==> src/rtl/fft_pkg.sv <==
// Shared constants, quarter-wave magnitude table and FSM state type for the
// 64-point FFT twiddle path.
package fft_pkg;

    localparam int N     = 64;
    localparam int LOG2N = 6;
    localparam int TW_W  = 12;

    localparam logic signed [TW_W-1:0] ONE = 12'sd256;

    // |cos(2*pi*m/64)| for m = 0..16 in Q4.8, floor-quantised
    localparam logic signed [TW_W-1:0] C_TAB [0:16] = '{
        12'sd256, 12'sd254, 12'sd251, 12'sd244, 12'sd236, 12'sd225,
        12'sd212, 12'sd197, 12'sd181, 12'sd162, 12'sd142, 12'sd120,
        12'sd97,  12'sd74,  12'sd49,  12'sd25,  12'sd0
    };

    typedef enum logic {
        ST_IDLE = 1'b0,
        ST_RUN  = 1'b1
    } state_t;

    // Table-coded negation: one's complement, with -1.0 and -0 special-cased
    function automatic logic signed [TW_W-1:0] tw_neg(input logic signed [TW_W-1:0] x);
        if (x == ONE) begin
            return 12'shF00;
        end else if (x == '0) begin
            return '0;
        end
        return ~x;
    endfunction

endpackage

==> src/rtl/tw_quarter_lut.sv <==
// Combinational twiddle lookup: folds k[5:0] into one quarter-wave table
// and applies table-coded negation per quadrant.
module tw_quarter_lut
    import fft_pkg::*;
(
    input  logic        [LOG2N-1:0] k,
    output logic signed [TW_W-1:0]  cos_w,
    output logic signed [TW_W-1:0]  sin_w
);

    logic [1:0]                q;
    logic [4:0]                m;
    logic [4:0]                m_c;
    logic signed [TW_W-1:0]    c_m;
    logic signed [TW_W-1:0]    c_mc;

    assign q    = k[5:4];
    assign m    = {1'b0, k[3:0]};
    assign m_c  = 5'd16 - m;
    assign c_m  = C_TAB[m];
    assign c_mc = C_TAB[m_c];

    // W^k = cos(theta) - j*sin(theta), theta = 2*pi*k/64, folded by quadrant
    always_comb begin
        cos_w = c_m;
        sin_w = tw_neg(c_mc);
        case (q)
            2'd0: begin
                cos_w = c_m;
                sin_w = tw_neg(c_mc);
            end
            2'd1: begin
                cos_w = tw_neg(c_mc);
                sin_w = tw_neg(c_m);
            end
            2'd2: begin
                cos_w = tw_neg(c_m);
                sin_w = c_mc;
            end
            default: begin
                cos_w = c_mc;
                sin_w = c_m;
            end
        endcase
    end

endmodule

==> src/rtl/twiddle_streamer.sv <==
// Streams the 32 twiddle factors of one radix-2 FFT stage with a
// valid/ready handshake, holding the output beat while stalled.
module twiddle_streamer
    import fft_pkg::*;
(
    input  logic                    clk,
    input  logic                    rst,
    input  logic                    start,
    input  logic [2:0]              stage,
    input  logic                    out_ready,
    output logic                    tw_valid,
    output logic signed [TW_W-1:0]  tw_cos,
    output logic signed [TW_W-1:0]  tw_sin,
    output logic [LOG2N-1:0]        tw_k,
    output logic                    tw_last,
    output logic                    busy,
    output logic                    done,
    output logic                    err
);

    state_t                 state_q, state_d;
    logic [2:0]             stage_q, stage_d;
    logic [4:0]             b_q, b_d;
    logic                   issued_q, issued_d;
    logic                   tw_valid_q, tw_valid_d;
    logic signed [TW_W-1:0] tw_cos_q, tw_cos_d;
    logic signed [TW_W-1:0] tw_sin_q, tw_sin_d;
    logic [LOG2N-1:0]       tw_k_q, tw_k_d;
    logic                   tw_last_q, tw_last_d;
    logic                   busy_q, busy_d;
    logic                   done_q, done_d;
    logic                   err_q, err_d;

    logic [LOG2N-1:0]       k_mask;
    logic [LOG2N-1:0]       k_cur;
    logic signed [TW_W-1:0] lut_cos;
    logic signed [TW_W-1:0] lut_sin;
    logic                   start_ok;
    logic                   accept;
    logic                   load;

    assign k_mask = (6'd1 << stage_q) - 6'd1;
    assign k_cur  = ({1'b0, b_q} & k_mask) << (3'd5 - stage_q);

    tw_quarter_lut u_lut (
        .k     (k_cur),
        .cos_w (lut_cos),
        .sin_w (lut_sin)
    );

    // start is honoured only when fully idle, including the done cycle
    assign start_ok = start && (state_q == ST_IDLE) && !busy_q;
    assign accept   = tw_valid_q && out_ready;
    assign load     = (state_q == ST_RUN) && !issued_q && (!tw_valid_q || out_ready);

    always_comb begin
        state_d    = state_q;
        stage_d    = stage_q;
        b_d        = b_q;
        issued_d   = issued_q;
        tw_valid_d = tw_valid_q;
        tw_cos_d   = tw_cos_q;
        tw_sin_d   = tw_sin_q;
        tw_k_d     = tw_k_q;
        tw_last_d  = tw_last_q;
        done_d     = 1'b0;
        err_d      = 1'b0;

        if (state_q == ST_IDLE) begin
            if (start_ok) begin
                if (stage <= 3'd5) begin
                    state_d  = ST_RUN;
                    stage_d  = stage;
                    b_d      = '0;
                    issued_d = 1'b0;
                end else begin
                    err_d = 1'b1;
                end
            end
        end else begin
            if (load) begin
                tw_valid_d = 1'b1;
                tw_cos_d   = lut_cos;
                tw_sin_d   = lut_sin;
                tw_k_d     = k_cur;
                tw_last_d  = (b_q == 5'd31);
                b_d        = b_q + 5'd1;
                issued_d   = (b_q == 5'd31);
            end else if (accept) begin
                tw_valid_d = 1'b0;
            end
            if (accept && tw_last_q) begin
                state_d = ST_IDLE;
                done_d  = 1'b1;
            end
        end

        busy_d = (state_d == ST_RUN) || done_d;
    end

    always_ff @(posedge clk) begin
        if (rst) begin
            state_q    <= ST_IDLE;
            stage_q    <= '0;
            b_q        <= '0;
            issued_q   <= 1'b0;
            tw_valid_q <= 1'b0;
            tw_cos_q   <= '0;
            tw_sin_q   <= '0;
            tw_k_q     <= '0;
            tw_last_q  <= 1'b0;
            busy_q     <= 1'b0;
            done_q     <= 1'b0;
            err_q      <= 1'b0;
        end else begin
            state_q    <= state_d;
            stage_q    <= stage_d;
            b_q        <= b_d;
            issued_q   <= issued_d;
            tw_valid_q <= tw_valid_d;
            tw_cos_q   <= tw_cos_d;
            tw_sin_q   <= tw_sin_d;
            tw_k_q     <= tw_k_d;
            tw_last_q  <= tw_last_d;
            busy_q     <= busy_d;
            done_q     <= done_d;
            err_q      <= err_d;
        end
    end

    assign tw_valid = tw_valid_q;
    assign tw_cos   = tw_cos_q;
    assign tw_sin   = tw_sin_q;
    assign tw_k     = tw_k_q;
    assign tw_last  = tw_last_q;
    assign busy     = busy_q;
    assign done     = done_q;
    assign err      = err_q;

endmodule

==> config.mk <==
export PLATFORM = sky130hd
export DESIGN_NAME = twiddle_streamer
export DESIGN_NICKNAME = d
export VERILOG_FILES = /design/src/rtl/fft_pkg.sv /design/src/rtl/tw_quarter_lut.sv /design/src/rtl/twiddle_streamer.sv
export SDC_FILE = /design/constraint.sdc
export NUM_CORES = 1
export LEC_CHECK = 0
export ABC_AREA = 1
export BUFFER_PORTS_ARGS = -buffer_cell sky130_fd_sc_hd__buf_4
export CAP_MARGIN = 20
export CORE_UTILIZATION = 25
export DETAILED_ROUTE_END_ITERATION = 8
export REMOVE_ABC_BUFFERS = 1
export SYNTH_ARGS = -nofsm -noshare
export SYNTH_HDL_FRONTEND = slang
export SYNTH_HIERARCHICAL = 1
export SYNTH_SLANG_ARGS = --single-unit
==> constraint.sdc <==
create_clock -name clk -period 3.8 [get_ports clk]
set_input_delay 0.76 -clock clk [delete_from_list [all_inputs] [get_ports clk]]
set_output_delay 0.76 -clock clk [all_outputs]
set_load 0.005 [all_outputs]
Word level (Yosys, flattened, before mapping)
Memory sizes are Yosys's and may differ from the RTL's. Cells that the tools add are included.

Bitwise operators: 7. Equal/unequal tests: 6. $lt $le $gt $ge: 3. Muxes and demuxes: 39. Add/subtract/negate cells: 4. Reduce and logical (&&, ||, !) cells: 22. Shift-type cells: 2.

Operator list (number): 12-bit two-way mux (12); 12-bit one-hot mux with 3 select lines (2); 12-bit by 10-bit == test with 1-bit output (second input constant) (2); 12-bit logical NOT (2); 12-bit NOT (2); 1-bit two-way mux (21); 5-bit two-way mux (4); 6-bit greater-or-equal comparator (second input constant) (2); 5-bit by 6-bit AND with 6-bit output (1); 1-bit logical AND (6); 4-bit NOT with 6-bit output (1); 5-bit NOT with 6-bit output (1); 3-bit AND reduction (2); 2-bit nonzero test (3); 1-bit by 3-bit << shifter with 6-bit output (first input constant) (1); 6-bit by 3-bit << shifter with 6-bit output (1); 6-bit by 1-bit subtractor with 6-bit output (second input constant) (1); 5-bit by 1-bit adder with 5-bit output (second input constant) (1); 5-bit == test (second input constant) (1); 5-bit by 4-bit subtractor with 5-bit output (first input constant) (1); 2-bit AND reduction (2); 3-bit <= comparator (second input constant) (1); 1-bit logical NOT (3); 3-bit OR reduction (1); 7 further kinds (9).

Flip-flop bits (word level): 45. Input bits: 7. Memory bits (read-only): 768. Output and inout port bits: 35. Memories: 2.

Memories: (no name shown) (depth 32, width 12, rd ports 1, clocked after Yosys merged registers in 0, wr ports 0, line tw_quarter_lut.sv:20) `assign c_m = C_TAB[m];`; (no name shown) (depth 32, width 12, rd ports 1, clocked after Yosys merged registers in 0, wr ports 0, line tw_quarter_lut.sv:21) `assign c_mc = C_TAB[m_c];`.

Longest topological paths before layout
Gate-level depths: netlist of run 1.

Word-level depth: 15. Mapped depth: 27. Gate-level depth less buffers: 26.

Hierarchy
Netlist of run 1, hierarchy kept.

By module, submodules not included: twiddle_streamer (area an instance 1938.1 um^2, cells each 265, sequential area each 900.9 um^2, times used 1); tw_quarter_lut (area an instance 1426.4 um^2, cells each 279, sequential area each 0.0 um^2, times used 1).

Worst setup path before layout of run 1
No wires, ideal clock.

Path type: register to register. From: register stage_q[0]. To: register tw_cos_q[8], in the netlist tw_cos[8]. Path buffers: 1. Arrival time: 3874 ps. Slack: -190 ps. Data required time: 3684 ps. Library setup time: 116 ps. Stages on the path, launching flop included: 28. Cell sequence: dfxtp_1 inv_2 nor2_1 nand2_1 ha_1 inv_1 nand2_1 o21ai_2 nand2_1 inv_1 inv_1 ha_1 ha_1 inv_1 nand2_1 nand2_1 nand3_1 nand3_2 nand2_1 nor2_1 nand2_4 buf_6 inv_2 ha_1 a221oi_1 nand2_1 o21ai_0 nor2_1.

Word-level cells in the longest chain between the ends: 15. Elaborated cells between the ends (all ways): 34. Those cells by class: add/sub: 3; eq/ne: 4; shift: 2; mux: 15; bitwise: 5; reduce/logical: 3; memory: 2.

Ends and longest elaborated chain: start, declared (line twiddle_streamer.sv:22) `logic [2:0] stage_q, stage_d;`; start signal, assigned (line twiddle_streamer.sv:117) `stage_q <= stage_d;`; 1-bit by 3-bit << shifter with 6-bit output (line twiddle_streamer.sv:42) `assign k_mask = (6'd1 << stage_q) - 6'd1;`; 6-bit by 1-bit subtractor with 6-bit output (line twiddle_streamer.sv:42); 5-bit by 6-bit AND with 6-bit output (line twiddle_streamer.sv:43) `assign k_cur = ({1'b0, b_q} & k_mask) << (3'd5 - stage_q);`; 6-bit by 3-bit << shifter with 6-bit output * (line twiddle_streamer.sv:43); named net k_cur[1] (line twiddle_streamer.sv:35) `logic [LOG2N-1:0] k_cur;`; 5-bit by 4-bit subtractor with 5-bit output (line tw_quarter_lut.sv:19) `assign m_c = 5'd16 - m;`; 5-bit NOT with 6-bit output (implied by the code) (line tw_quarter_lut.sv:21); memory 32 x 12 bit; 12-bit two-way mux (implied by the code) (2 in a row) (line tw_quarter_lut.sv:21); 12-bit logical NOT; 1-bit two-way mux (line fft_pkg.sv:27) `end else if (x == '0) begin`; 1-bit two-way mux; 1-bit two-way mux (line tw_quarter_lut.sv:27) `case (q)`; 12-bit two-way mux (line fft_pkg.sv:30) `return ~x;`; 12-bit one-hot mux with 3 select lines * (line tw_quarter_lut.sv:27); named net lut_cos[8] (line twiddle_streamer.sv:36) `logic signed [TW_W-1:0] lut_cos;`; end signal, assigned (line twiddle_streamer.sv:121) `tw_cos_q <= tw_cos_d;`; end, declared (line twiddle_streamer.sv:26) `logic signed [TW_W-1:0] tw_cos_q, tw_cos_d;`.

Mark *: on every way through the listed nets, which the timed path passes. The rest lies on a longest branch. The select of a mux whose other input is x is not followed. A chain may end at the register's enable or synchronous reset.

Worst setup path after layout of run 1
Ends and elaborated chain as after synthesis.

==> flow_summary.json, run 1 <==
{
  "status": "finished, final reports clean",
  "fin_ws_ns": 0.3557,
  "final_util": 0.3146,
  "min_period_ns": 3.444,
  "grt_max_degree": 35,
  "grtUsageTotal": 0.1322,
  "drc": 0,
  "skew_ns": 0.005198,
  "clk_pin_slew_ns": 0.07,
  "endpoint_kind": "register",
  "core_area_mm2": 0.01319,
  "htree_levels": 2,
  "placed_area_mm2": 0.003905,
  "critPathKind": "register to register",
  "async_reset_ff_frac": 0,
  "cp_slowest_cell": "dfxtp_4",
  "antenna_found_initial": 0,
  "synth_cells": 544,
  "cts_hold_buf": 0,
  "dieArea_mm2": 0.01393,
  "ys.flop_type": "dfxtp_1",
  "critPathTopFamily": "adder cells",
  "grt_pass1_wl_um": 15170,
  "yosysTopAreaCell": "dfxtp_1",
  "design_area_mm2": 0.004150,
  "via_count": 3522,
  "gp_congestion": 0.9339,
  "peakVddDrop_mv": 0.2027,
  "grt_pass1_vias": 3129,
  "worstPathArrival_ns": 3.63,
  "fillers": 1468,
  "ys_seq_area_frac": 0.2678,
  "hold_viol": 0,
  "final_net_count": 614,
  "fmax_mhz": 290.3,
  "ant_nets": 0,
  "worstHoldPathType": "register to register",
  "fp-row-count": 42,
  "worstSkewPairLatency_ns": 0.29,
  "post_drt_wl_per_cell_um": 12.01,
  "drive_gt1_frac": 0.2145,
  "layout.area.seq_um2": 905.9,
  "overflow": 0,
  "synthMostInstantiatedCell": "nand2_1",
  "cp_common_cell": "nand2_1",
  "crit_buf_inv": 5,
  "setup.worst_path.start_class": "register",
  "yosys_warnings": 6,
  "period_share": 0.9064,
  "cts_tree": "yes",
  "synth-edff-count": 0,
  "die_h_um": 118.0,
  "tightest_slew_ns": 0.8236,
  "syn_avg_cell_area_um2": 6.185,
  "io_pins": 42,
  "slew_headroom": 0.4503,
  "setup_viol": 0,
  "drt_iter0_markers": 174,
  "clk_root_buffer_cell": "clkbuf_16",
  "routed_wirelength_um": 9224,
  "yosysUniqueCellTypes": 34,
  "multi_input_area_mm2": 0.002135,
  "p_per_area_mw_per_mm2": 348.0,
  "slew_viol_final": 0,
  "cts.sink_count": 45,
  "synth.ff_latch_count": 45,
  "finalNonFillerCells": 768,
  "numPortBuffers": 41,
  "crit_fanout": 7,
  "synth.area.top_cells": "dfxtp_1, nand2_1, nand3_1",
  "critPathRequiredTime_ns": 3.98,
  "cts_buffers": 5,
  "area_growth_syn_to_layout_pct": 23.35,
  "start_util": 0.2551,
  "die_x_um": 118.0,
  "slowest_delay_ns": 0.38,
  "cts_buffer_depth": 2,
  "dr.pass1.iters": 4,
  "drv_cap": 0,
  "synth.top_cell.area_share": 0.2678,
  "dp_worst_setup_slack_ns": 0.04404,
  "hpwl_um": 6808,
  "insertedDiodeCount": 0,
  "dp_cells": 759,
  "syn_area_mm2": 0.003364,
  "ys_top_cells_by_count": "nand2_1, nor2_1, nand3_1",
  "leakagePower_nw": 1.943,
  "routed_via_density": 4.586
}
-- state kept, by name, indices dropped and copies added (netlist names), 3 cells and up --
register	flops
stage_q	3
tw_sin	12
b_q	5
tw_k	6
tw_cos	12
-- per-layer routing --
layer	track usage	wire, um	vias to the layer above	part of all wire
met5	0	0	-	0
met4	0.05609	231	0	0.025
met3	0.01550	263	14	0.029
met2	0.2243	4354	73	0.47
met1	0.1684	4375	1586	0.47
li1	-	-	1849	-
-- report_power, final --
group          switching (W)  internal [W]  leakage (nW)  total (W)
Clock               0.000194      0.000311        0.0800   0.000506
Combinational       0.000226      0.000158          1.49   0.000384
Sequential         0.0000331      0.000521         0.370   0.000554
Total               0.000453      0.000991          1.94    0.00144
-- stage by stage --
step / hold WS (ns) / total power [W] / TNS [ns]
after floorplan: 0.4688 / 0.0007873 / -0.4275
after global placement: 0.4643 / 0.0009427 / 0
after detailed placement: 0.4742 / 0.0009445 / 0
after CTS: 0.4894 / 0.001454 / 0
after global routing: 0.5010 / 0.001534 / -0.02605
final: 0.4829 / 0.001444 / 0
-- worst register-to-register path: cells and delay by family (launching register included) --
kind | cells | cell delay (ns)
AND/OR/NAND/NOR | 12 | 1.02
buffers and inverters | 5 | 0.26
flip-flops | 1 | 0.38
adder cells (fa/ha/maj) | 4 | 1.05
AO/OA/AOI/OAI | 4 | 0.62
-- cell type report --
class,count,area share
flip-flops and latches,45,0.2183
multi-input cells,412,0.5143
repair buffers,63,0.1149
well taps,176,0.05306
clock inverters,3,0.01115
inverters,64,0.05819
clock buffers,5,0.03015
-- cells by family after synthesis --
kind of cell,after synthesis,synth area share
buf+inv,87,0.1149
simple gates,297,0.3972
compound gates,97,0.1554
xor+xnor,2,0.005207
flops,45,0.2678
fa+ha+maj,16,0.05950
-- layout by cell type (no fill, tap or decap), drive strengths merged --
| master | n |
|---|---|
| dfxtp | 45 |
| or2 | 2 |
| nor2 | 81 |
| inv | 63 |
| nor3 | 4 |
| xor2 | 2 |
| clkinvlp | 1 |
| nor4 | 1 |
| buf | 63 |
| nand2 | 135 |
| o21ai | 69 |
| a21oi | 21 |
| ha | 16 |
| bufinv | 1 |
| clkinv | 2 |
| nand4 | 4 |
| o211ai | 1 |
| o21a | 2 |
| clkbuf | 5 |
| o22ai | 3 |
| nand3 | 70 |
| a221oi | 1 |
-- final timing paths --
check	startpoint	end	slack, ns	cells past startpoint
max	stage_q[0]$_SDFFE_PP0P_	tw_cos[8]$_SDFFE_PP0P_	0.36	25
min	tw_cos[11]$_SDFFE_PP0P_	tw_cos[11]$_SDFFE_PP0P_	0.48	2
max reg2reg	stage_q[0]$_SDFFE_PP0P_	tw_cos[8]$_SDFFE_PP0P_	0.36	25
min reg2reg	tw_cos[11]$_SDFFE_PP0P_	tw_cos[11]$_SDFFE_PP0P_	0.48	2
-- timing repair --
item | CTS | global route
setup buffers | 0 | 1
setup endpoints to repair | 0 | 24
resized for setup | 0 | 18
(Power assumes the default switching activity.)
==> inputs of run 2 (changes only) <==
Settings changed: GPL_TIMING_DRIVEN set to 0.
Clock period 3.8 ns to 4.1 ns, I/O delays scaled along.
==> run 2 against run 1 <==
  * Highest routed layer unchanged
  * Non-clock buffer count decreased by 20
  * Worst setup slack got worse by 0.13 ns
  * First-iteration DRC count is 28% higher
  * Final cell count shrank 2.6%
  * Clock skew grew 0.0045 ns
  * Fmax is 11% lower
  * Die area stayed put
  * Largest cell class unchanged
  * Via count fell by 2.0%
  * Total power shrank 8.7%
  * Sequential power fell by 6.7%
  * Clock power decreased by 7.7%
  * Critical endpoint unchanged
  * Critical path depth unchanged
==> flow_summary.json, run 2 (synthesis results as in run 1) <==
{
  "grtUsageTotal": 0.1305,
  "setup.worst_path.start_class": "register",
  "slew_headroom": 0.4207,
  "numPortBuffers": 41,
  "fmax_mhz": 258.1,
  "die_h_um": 118.0,
  "switching_share": 0.3153,
  "placed_area_mm2": 0.003759,
  "crit_cells": 25,
  "fin_setup_tns_ns": 0,
  "drv_cap": 0,
  "grt_pass1_vias": 3142,
  "design_area_mm2": 0.004015,
  "setup_viol": 0,
  "holdWs_ns": 0.4821,
  "critPathRequiredTime_ns": 4.28,
  "seq_power_share": 0.392,
  "worstPathArrival_ns": 4.05,
  "final_net_count": 594,
  "fillers": 1480,
  "cp_slowest_cell": "dfxtp_4",
  "drive_gt1_frac": 0.2010,
  "drc": 0,
  "io_pins": 42,
  "cts.sink_count": 45,
  "routed_via_density": 4.614,
  "antenna_found_initial": 0,
  "rrSetupSlack_ns": 0.23,
  "rsz0062_at_grt": "true",
  "reg2reg_from": "stage_q[0]$_SDFFE_PP0P_",
  "min_period_ns": 3.875,
  "cts_buffers": 5,
  "peakVddDrop_mv": 0.1867,
  "startpoint": "stage_q[0]$_SDFFE_PP0P_",
  "clk_pin_slew_ns": 0.07,
  "start_util": 0.2551,
  "p_per_area_mw_per_mm2": 328.5,
  "status": "finished, final reports clean",
  "fin_ws_ns": 0.2250,
  "slew_viol_final": 0,
  "period_share": 0.9451,
  "post_drt_wl_per_cell_um": 11.99,
  "mostFrequentLayoutCell": "nand2_1",
  "crit_path_end": "tw_cos[8]$_SDFFE_PP0P_",
  "endpoint_kind": "register",
  "multi_input_area_mm2": 0.002147,
  "ant_nets": 0,
  "skew_ns": 0.009696,
  "slowest_delay_ns": 0.39,
  "layout.area.seq_um2": 905.9,
  "area_growth_syn_to_layout_pct": 19.34,
  "dr.pass1.iters": 4,
  "fp-row-count": 42,
  "dieArea_mm2": 0.01393,
  "cts_tree": "yes",
  "critPathKind": "register to register",
  "leakagePower_nw": 1.845,
  "switching_power_w": 0.0004158,
  "worstReg2RegEnd": "tw_cos[8]$_SDFFE_PP0P_",
  "critPathTopFamily": "simple AND/OR/NAND/NOR gates",
  "tightest_slew_ns": 0.8679,
  "drt_iter0_markers": 222,
  "cp_common_cell": "nand2_1",
  "combinationalPowerShare": 0.255,
  "crit_fanout": 9,
  "hold_viol": 0,
  "clock_power_share": 0.354,
  "grt_pass1_wl_um": 14950,
  "p_total_w": 0.001319,
  "final_cell_mix": "nand2_1, nor2_1, nand3_1, o21ai_0, inv_1",
  "worstHoldPathType": "register to register",
  "overflow": 0,
  "htree_levels": 2,
  "cts_buffer_depth": 2,
  "insertedDiodeCount": 0,
  "gp_congestion": 0.8950,
  "crit_buf_inv": 5,
  "die_x_um": 118.0,
  "clk_root_buffer_cell": "clkbuf_16",
  "grt_max_degree": 35,
  "intPower_w": 0.0009032,
  "core_area_mm2": 0.01319,
  "hpwl_um": 6403,
  "dp_worst_setup_slack_ns": -0.4883,
  "via_count": 3451,
  "routed_wirelength_um": 8966,
  "worstSkewPairLatency_ns": 0.29,
  "reg2reg_depth": 25
}
==> run 2: through the flow <==
stage / std cells / util
final: 748 / 0.3044
after global routing: 748 / 0.3044
after CTS: 748 / 0.2997
after detailed placement: 739 / 0.2850
after global placement: 738 / 0.2841
after floorplan: 521 / -
==> run 2: worst min-delay path, stage by stage (launching register included) <==
cell and delay, ns:
dfxtp_1 0.32, nor2_1 0.05, nor2_1 0.08
==> run 2: final cells by class <==
cell class                 instances  share of cell area
clock buffer                       5             0.03116
inverter                          64             0.06077
clock inverter                     3             0.01153
sequential                        45              0.2256
tap                              176             0.05485
multi-input combinational        412              0.5347
timing repair buffer              43             0.08133
==> run 2: worst min-delay path by stage <==
stage          cells past startpoint                 endpoint                     from
2_1_floorplan                      2     tw_last$_SDFFE_PP0P_     tw_last$_SDFFE_PP0P_
3_3_place_gp                       2  tw_cos[11]$_SDFFE_PP0P_  tw_cos[11]$_SDFFE_PP0P_
5_1_grt                            2   tw_cos[2]$_SDFFE_PP0P_   tw_cos[2]$_SDFFE_PP0P_
6_report                           2  tw_sin[11]$_SDFFE_PP0P_  tw_sin[11]$_SDFFE_PP0P_
3_5_place_dp                       2   tw_sin[1]$_SDFFE_PP0P_   tw_sin[1]$_SDFFE_PP0P_
4_1_cts                            2   tw_sin[1]$_SDFFE_PP0P_   tw_sin[1]$_SDFFE_PP0P_
==> run 2: power by group through the flow <==
stage / Clock (W) / Sequential [W] / Combinational, W
floorplan: 0 / 0.000523 / 0.000206
global placement: 0 / 0.000525 / 0.000328
detailed placement: 0 / 0.000526 / 0.000328
CTS: 0.000483 / 0.000516 / 0.000331
global route: 0.000504 / 0.000523 / 0.000377
finish: 0.000467 / 0.000517 / 0.000336
==> run 2: timing repair <==
item                                    in CTS  in global routing
pin swaps                                    1                  1
endpoints found under the setup margin      24                 24
hold buffers                                 0                  0
buffers inserted                             1                  0
endpoints found under the hold margin        0                  0
gates resized for setup                     10                 17
==> run 2: layer usage <==
layer | share of wire | track usage | routed length (um) | vias to the layer above
li1 | - | - | - | 1815
met1 | 0.48 | 0.1708 | 4280 | 1549
met2 | 0.46 | 0.2143 | 4167 | 75
met3 | 0.033 | 0.01260 | 298 | 12
met4 | 0.025 | 0.06250 | 220 | 0
met5 | 0 | 0 | 0 | -
==> inputs of run 3 (changes only) <==
Settings changed: CORE_MARGIN set to 5.
==> run 3 against run 2 <==
  * Sequential cell count unchanged
  * Clock power up 2%
  * Fmax up 0.67%
  * Combinational power up 3%
  * Cell area up 3.5%
  * Total power up 1.4%
  * Routed wire length up 5.7%
  * Global-route usage down 1.6 points
  * Non-clock buffer count up 13
  * Die area up 14%
==> flow_summary.json, run 3 (synthesis results as in run 1) <==
{
  "p_per_area_mw_per_mm2": 321.8,
  "final_cell_mix": "nand2_1, nor2_1, nand3_1, o21ai_0, buf_4",
  "peakVddDrop_mv": 0.1359,
  "endpoint_kind": "register",
  "insertedDiodeCount": 0,
  "crit_fanout": 7,
  "cts_tree": "yes",
  "routed_via_density": 4.702,
  "die_h_um": 126.0,
  "slew_viol_final": 0,
  "cp_common_cell": "nand2_1",
  "skew_ns": 0.009392,
  "start_util": 0.2541,
  "cts.sink_count": 45,
  "dr.pass1.iters": 5,
  "htree_levels": 2,
  "io_pins": 42,
  "ant_nets": 0,
  "area_growth_syn_to_layout_pct": 23.50,
  "cts_hold_buf": 0,
  "core_area_mm2": 0.01324,
  "mostFrequentLayoutCell": "nand2_1",
  "slew_headroom": 0.3880,
  "grt_pass1_wl_um": 15400,
  "critPathRequiredTime_ns": 4.29,
  "gp_congestion": 0.9230,
  "die_x_um": 126.0,
  "worstHoldPathType": "register to register",
  "hold_viol": 0,
  "clk_pin_slew_ns": 0.07,
  "grt_max_degree": 35,
  "drv_cap": 0,
  "critPathTopFamily": "simple AND/OR/NAND/NOR gates",
  "p_total_w": 0.001337,
  "final_net_count": 607,
  "tightest_slew_ns": 0.9170,
  "fmax_mhz": 259.8,
  "hpwl_um": 6636,
  "setup.worst_path.start_class": "register",
  "leakagePower_nw": 1.925,
  "worstPathArrival_ns": 4.04,
  "overflow": 0,
  "fp-row-count": 42,
  "drc": 0,
  "grtUsageTotal": 0.1149,
  "via_count": 3578,
  "slowest_delay_ns": 0.40,
  "final_util": 0.3138,
  "drt_iter0_markers": 274,
  "post_drt_wl_per_cell_um": 12.45,
  "worstSkewPairLatency_ns": 0.30,
  "status": "finished, final reports clean",
  "cts_buffer_depth": 2,
  "crit_buf_inv": 6,
  "setup_viol": 0,
  "holdWs_ns": 0.4833,
  "antenna_found_initial": 0,
  "critPathKind": "register to register",
  "routed_wirelength_um": 9473,
  "grt_pass1_vias": 3181,
  "min_period_ns": 3.849,
  "clk_root_buffer_cell": "clkbuf_16",
  "dieArea_mm2": 0.01588,
  "period_share": 0.9388,
  "numPortBuffers": 41,
  "drive_gt1_frac": 0.2205,
  "cp_slowest_cell": "dfxtp_4",
  "cts_buffers": 5,
  "fillers": 1468
}
==> run 3: changes by cell type in the layout (fill, tap and decap cells not counted), sizes merged <==
cell / previous run / this run
buf: 43 / 56
clkinv: 2 / 1
inv: 63 / 64
==> run 3: final cells by class <==
class	instances	area, um2	share of cell area
tap	176	220.2	0.05300
inverter	64	247.7	0.05962
sequential	45	905.9	0.2180
clock inverter	3	47.55	0.01144
clock buffer	5	125.1	0.03011
multi-input combinational	412	2185	0.5257
timing repair buffer	56	424.2	0.1021
==> run 3: through the flow <==
stage	instance area (um2)	instances	setup TNS, ns	setup WS [ns]
floorplan	3219	521	0	0.00007505
global placement	3747	738	-7.700	-0.7100
detailed placement	3759	739	-3.042	-0.5120
CTS	3974	748	0	0.007367
global route	4155	761	-0.06001	-0.06001
finish	4155	761	0	0.2508
==> run 3: metal layers <==
layer,vias up,global-route usage,routed length (um)
met5,-,0,0
met4,0,0.05110,259
met3,21,0.02117,538
met2,99,0.1919,4492
met1,1620,0.1443,4182
li1,1838,-,-
==> run 3: what timing repair did <==
item                                    in CTS  in global routing
resized for setup                           11                 19
endpoints found under the setup margin      24                 24
buffers inserted                             1                 13
pin swaps                                    1                  2
==> run 3: worst paths after layout <==
path,startpoint,end,slack [ns],cells past startpoint
max,stage_q[0]$_SDFFE_PP0P_,tw_cos[8]$_SDFFE_PP0P_,0.25,26
min,tw_cos[11]$_SDFFE_PP0P_,tw_cos[11]$_SDFFE_PP0P_,0.48,2
max reg2reg,stage_q[0]$_SDFFE_PP0P_,tw_cos[8]$_SDFFE_PP0P_,0.25,26
min reg2reg,tw_cos[11]$_SDFFE_PP0P_,tw_cos[11]$_SDFFE_PP0P_,0.48,2
==> run 3: power by group <==
part / switching (W) / leakage [nW] / total (W) / internal (W)
Sequential: 0.0000330 / 0.370 / 0.000516 / 0.000483
Clock: 0.000183 / 0.0848 / 0.000475 / 0.000292
Combinational: 0.000210 / 1.47 / 0.000346 / 0.000136
==> run 3: worst min-delay path: cells and delay by family (launching register included) <==
kind / cells / cell delay (ns)
DFF: 1 / 0.33
and+or+nand+nor: 2 / 0.13
